--- src/rtl/lc3_instr_packer.sv ---
// lc3_instr_packer: builds LC-3 instruction words from an opcode, register
// numbers and a full 16-bit value. The value is range-checked against the
// opcode's narrow field, truncated into it, and the word is queued in a
// 2-entry FIFO. range_err is stored with the word. A saturating counter
// tracks how many accepted requests were flagged.
module lc3_instr_packer #(
    parameter int unsigned ERR_CNT_W = 8
) (
    input  logic                 Clk,
    input  logic                 Reset,
    input  logic                 in_valid,
    output logic                 in_ready,
    input  logic [3:0]           opcode,
    input  logic [2:0]           reg_a,
    input  logic [2:0]           reg_b,
    input  logic [2:0]           reg_c,
    input  logic [2:0]           nzp,
    input  logic                 imm_mode,
    input  logic [15:0]          value,
    output logic                 out_valid,
    input  logic                 out_ready,
    output logic [15:0]          instr,
    output logic                 range_err,
    output logic [ERR_CNT_W-1:0] err_count
);

    typedef enum logic [3:0] {
        OP_BR   = 4'b0000,
        OP_ADD  = 4'b0001,
        OP_LD   = 4'b0010,
        OP_ST   = 4'b0011,
        OP_JSR  = 4'b0100,
        OP_AND  = 4'b0101,
        OP_LDR  = 4'b0110,
        OP_STR  = 4'b0111,
        OP_RTI  = 4'b1000,
        OP_NOT  = 4'b1001,
        OP_LDI  = 4'b1010,
        OP_STI  = 4'b1011,
        OP_JMP  = 4'b1100,
        OP_RES  = 4'b1101,
        OP_LEA  = 4'b1110,
        OP_TRAP = 4'b1111
    } opcode_e;

    opcode_e              w_op;
    logic [15:0]          w_instr;
    logic                 w_err;
    logic                 w_fit5;
    logic                 w_fit6;
    logic                 w_fit9;
    logic                 w_fit11;
    logic                 w_fit_trap;
    logic                 w_push;
    logic                 w_pop;
    logic [16:0]          w_head;

    logic [16:0]          r_mem [2];
    logic                 r_wr_ptr;
    logic                 r_rd_ptr;
    logic [1:0]           r_count;
    logic [ERR_CNT_W-1:0] r_err_cnt;

    assign w_op = opcode_e'(opcode);

    // A value fits an N-bit signed field when all bits above the field's
    // sign bit equal that sign bit.
    assign w_fit5     = (value[15:4]  == '0) || (value[15:4]  == '1);
    assign w_fit6     = (value[15:5]  == '0) || (value[15:5]  == '1);
    assign w_fit9     = (value[15:8]  == '0) || (value[15:8]  == '1);
    assign w_fit11    = (value[15:10] == '0) || (value[15:10] == '1);
    assign w_fit_trap = (value[15:8]  == '0);

    // Combinational packing of the request into an instruction word plus error flag.
    always_comb begin
        w_instr        = '0;
        w_err          = 1'b0;
        w_instr[15:12] = opcode;
        case (w_op)
            OP_ADD, OP_AND: begin
                w_instr[11:9] = reg_a;
                w_instr[8:6]  = reg_b;
                if (imm_mode) begin
                    w_instr[5]   = 1'b1;
                    w_instr[4:0] = value[4:0];
                    w_err        = !w_fit5;
                end else begin
                    w_instr[2:0] = reg_c;
                end
            end
            OP_NOT: begin
                w_instr[11:9] = reg_a;
                w_instr[8:6]  = reg_b;
                w_instr[5:0]  = 6'b111111;
            end
            OP_BR: begin
                w_instr[11:9] = nzp;
                w_instr[8:0]  = value[8:0];
                w_err         = !w_fit9;
            end
            OP_LD, OP_LDI, OP_LEA, OP_ST, OP_STI: begin
                w_instr[11:9] = reg_a;
                w_instr[8:0]  = value[8:0];
                w_err         = !w_fit9;
            end
            OP_LDR, OP_STR: begin
                w_instr[11:9] = reg_a;
                w_instr[8:6]  = reg_b;
                w_instr[5:0]  = value[5:0];
                w_err         = !w_fit6;
            end
            OP_JSR: begin
                if (imm_mode) begin
                    w_instr[11]   = 1'b1;
                    w_instr[10:0] = value[10:0];
                    w_err         = !w_fit11;
                end else begin
                    w_instr[8:6]  = reg_b;
                end
            end
            OP_JMP: begin
                w_instr[8:6] = reg_b;
            end
            OP_TRAP: begin
                w_instr[7:0] = value[7:0];
                w_err        = !w_fit_trap;
            end
            OP_RTI: begin
                w_instr[11:0] = '0;
            end
            OP_RES: begin
                w_err = 1'b1;
            end
            default: begin
                w_err = 1'b1;
            end
        endcase
    end

    // Ready comes from registered occupancy only, so a full FIFO never
    // accepts even when a pop happens in the same cycle.
    assign in_ready  = (r_count < 2'd2);
    assign out_valid = (r_count != 2'd0);
    assign w_push    = in_valid && in_ready;
    assign w_pop     = out_valid && out_ready;
    assign w_head    = r_mem[r_rd_ptr];
    assign instr     = out_valid ? w_head[16:1] : '0;
    assign range_err = out_valid ? w_head[0] : 1'b0;
    assign err_count = r_err_cnt;

    // FIFO storage; contents need no reset because outputs are masked by out_valid.
    always_ff @(posedge Clk) begin
        if (w_push && !Reset) begin
            r_mem[r_wr_ptr] <= {w_instr, w_err};
        end
    end

    // FIFO pointers and occupancy.
    always_ff @(posedge Clk) begin
        if (Reset) begin
            r_wr_ptr <= 1'b0;
            r_rd_ptr <= 1'b0;
            r_count  <= 2'd0;
        end else begin
            if (w_push) begin
                r_wr_ptr <= !r_wr_ptr;
            end
            if (w_pop) begin
                r_rd_ptr <= !r_rd_ptr;
            end
            case ({w_push, w_pop})
                2'b10:   r_count <= r_count + 2'd1;
                2'b01:   r_count <= r_count - 2'd1;
                default: r_count <= r_count;
            endcase
        end
    end

    // Saturating count of accepted requests that were flagged.
    always_ff @(posedge Clk) begin
        if (Reset) begin
            r_err_cnt <= '0;
        end else if (w_push && w_err && (r_err_cnt != '1)) begin
            r_err_cnt <= r_err_cnt + ERR_CNT_W'(1);
        end
    end

endmodule

--- config.mk ---
export PLATFORM = sky130hd
export DESIGN_NAME = lc3_instr_packer
export DESIGN_NICKNAME = d
export VERILOG_FILES = /design/src/rtl/lc3_instr_packer.sv
export SDC_FILE = /design/constraint.sdc
export NUM_CORES = 1
export LEC_CHECK = 0
export BUFFER_PORTS_ARGS = -buffer_cell sky130_fd_sc_hd__clkbuf_2
export CORE_ASPECT_RATIO = 0.8
export CORE_MARGIN = 2
export CORE_UTILIZATION = 55
export CTS_BUF_LIST = sky130_fd_sc_hd__clkbuf_8
export DETAILED_ROUTE_END_ITERATION = 10
export PLACE_DENSITY = 0.82
export SLEW_MARGIN = 20
export SYNTH_ARGS = -nofsm -noshare
export SYNTH_HDL_FRONTEND = slang
export SYNTH_SLANG_ARGS = --single-unit
--- constraint.sdc ---
create_clock -name Clk -period 3.1 [get_ports Clk]
set_input_delay 0.155 -clock Clk [delete_from_list [all_inputs] [get_ports Clk]]
set_output_delay 0.155 -clock Clk [all_outputs]
set_load 0.005 [all_outputs]
==> metrics <==
gp weighted congestion=0.902; hold slack=158 ps; Post-Synth XOR/XNOR Area=1.39%; cells after synthesis=240; initial core utilization=56.0%; die boundary width=79.8 um; Die H=64.6 um; Final Util=66.0%; Worst Tran Pin Value=between 1000 and 1500 ps; WL/cell=14.5 um; MaxCap Viol Count=0; routed via count=2042; Post-Route WL=between 5 and 6 mm; Multi-input gate area=1180 sq um; Seq cells post-synth=47; largest net degree at the start of global routing=21; Synthesis Warnings=0; minimum clock period=between 1500 and 2000 ps; Post-Synth Adder-Cell Area=0.991%; Worst IR Drop VDD=0.265 mV; floorplan core area=4510 sq um; Setup-failing EPs final=0; peak fanout along the critical path=7; Num CTS Buffers=5; Post-CTS Hold Fix Bufs=0; quantity of gates resized following cts=0; status=complete, no violations; vias in the first global route=about 1900; Fin Setup TNS=0 ps; synthesized area=roughly 2500 sq um; DRC viols=0; Post-DP HPWL=3.91 mm; Worst slew margin=32.3%; most common cell after layout, fill and taps aside=clkbuf_2; ys async rst share=0%; nets@finish=340; Setup crit start kind=flip-flop; post-synthesis sequential area ratio=50.7%; Setup crit end kind=flip-flop; Fillers=380; DRC marker count from the first detailed-route iteration=~130; first-pass GRT wire length=~8.6 mm; Reg area=1280 sq um; PwrDens=590 nW/um^2; dpl cells=between 300 and 400; EDFF count, synth=34; CP max stage cell=dfxtp_1; die area=approximately 5000 sq um; Max Freq=slightly above 500 MHz; Syn Nets=roughly 280; CTS tree=yes; Synth cell types=54; final count of pins violating max slew=0; clock sinks=between 40 and 50; initial antenna violation count=0; Top FF cell, synth=edfxtp_1; drt pass-1 iters=4; crit-path max cell delay=about 340 ps; post-synthesis simple-gate area fraction=between 20% and 30%; period utilization=63.2%; endpoints failing hold=0; largest family of logic cells by synthesized area=simple AND/OR/NAND/NOR gates; leakage power=1.16 nW; Root Buffer=clkbuf_8; I/O pin count=64; compound-gate portion of the synthesized area=14.5%; row count=22; Clock Tree Buf Depth=2; total power=0.00176 W; multiplexer share of the synthesized area=8.96%; Antenna Nets Post-Route=0; Port Buffers=63; Layout area overhead=18.0%; layout cells sized above 1=28.8%; Worst Skew=about 4.5 ps; RSZ-0062 raised after global routing=no; vias per cell=5.64; overall routing resource usage=21.4%; WS Path Type=reg -> reg; Critical Path RT=between 3000 and 4000 ps; Worst-Skew Late Latency=~290 ps; worst hold-check path type=in -> reg; CTS clock-pin slew for the worst setup and hold paths=80 ps; H-tree level count=2; worst path arrival time=2140 ps; setup bufs post-CTS=0; Inserted Diodes=0; GR Overflow Total=0; Layout Cells excl Fill=362; leading cell types in the layout, fill and taps excluded=clkbuf_2 (63), nor2_1 (43), edfxtp_1 (34), nand2_1 (17), mux2i_1 (17); critical path, cell by cell=nand2b_1 -> a41oi_1 -> o31ai_1 -> o22a_1 -> a21oi_1 -> mux2_1; syn avg cell area=10.5 sq um
## report_power, final
part / leakage (nW) / internal (W) / total (W) / switching, W
registers: 0.419 / 0.000761 / 0.000839 / 0.0000782
logic: 0.703 / 0.000265 / 0.000564 / 0.000298
clock network: 0.0418 / 0.000157 / 0.000356 / 0.000199
## worst paths after layout
| kind | cells past startpoint | slack [ps] | startpoint | endpoint |
|---|---|---|---|---|
| setup reg to reg | 6 | 1140 | r_count[1] | err_count[4] |
| hold / removal | 3 | 160 | nzp[1] | r_mem[1][11] |
| hold reg to reg | 2 | 520 | err_count[6] | err_count[6] |
| setup / recovery | 6 | 1140 | r_count[1] | err_count[4] |
## registers in the layout, summed over array words and instances (netlist names), named ones only
name	count
r_wr_ptr	1
err_count	8
r_rd_ptr	1
r_mem	34
r_count	2
## area by class of cell
cell class	instances	share of cell area [%]
clock buffers	5	2.31
repair buffers	66	11.3
flip-flops and latches	47	43.0
inverters	5	0.629
well taps	60	2.52
clock inverters	3	0.671
multi-input cells	176	39.6
## critical path, delay by kind of cell, from the launching register on
family / cells / cell delay (ps)
mux: 1 / 330
simple gates: 1 / 300
compound gates: 4 / 880
flops: 1 / 340
## cell usage after synthesis, types with 2 or more instances
master	instances	area [sq um]
a22o_1	2	17.5
nor2b_1	11	68.8
nor3b_1	2	15.0
mux2_2	2	22.5
a211oi_1	4	30.0
nor4_1	3	18.8
inv_1	5	18.8
nand4_1	4	25.0
dfxtp_1	13	260
edfxtp_1	34	1020
clkbuf_1	7	26.3
mux2_1	3	33.8
nand2b_1	5	31.3
o21ai_0	3	15.0
a21boi_1	3	22.5
a21oi_1	9	45.0
mux2i_1	17	170
nand2_1	17	63.8
ha_1	2	25.0
o31ai_1	2	15.0
buf_2	3	15.0
a21o_1	2	15.0
nor4_2	2	25.0
xor2_1	2	17.5
a22oi_1	2	15.0
nor3_1	3	15.0
a221oi_1	3	26.3
nand3_1	6	30.0
xnor2_1	2	17.5
nor2_1	43	161
## metrics by stage
stage / setup WS (ps) / cell area (sq um)
after floorplan: 740 / 2530
after detailed placement: 969 / 2890
final: 1140 / 2980
after global routing: 998 / 2980
after global placement: 1040 / 2890
after CTS: 1130 / 2980
## logic make-up (layout without fill, tap and decap cells)
group | Yosys count | after routing
simple gates | 103 | 103
mux | 22 | 22
fa+ha+maj | 2 | 2
buf+inv | 17 | 79
compound gates | 45 | 45
xor+xnor | 4 | 4
flops | 47 | 47
## layer usage
layer,global-route usage [%],vias to the layer above,routed length (um)
met3,4.74,6,278
met5,0,-,0
met4,4.45,0,39
met1,30.8,960,2510
met2,33.6,66,2410
li1,-,1010,-
Power figures use the tool's default switching activity.
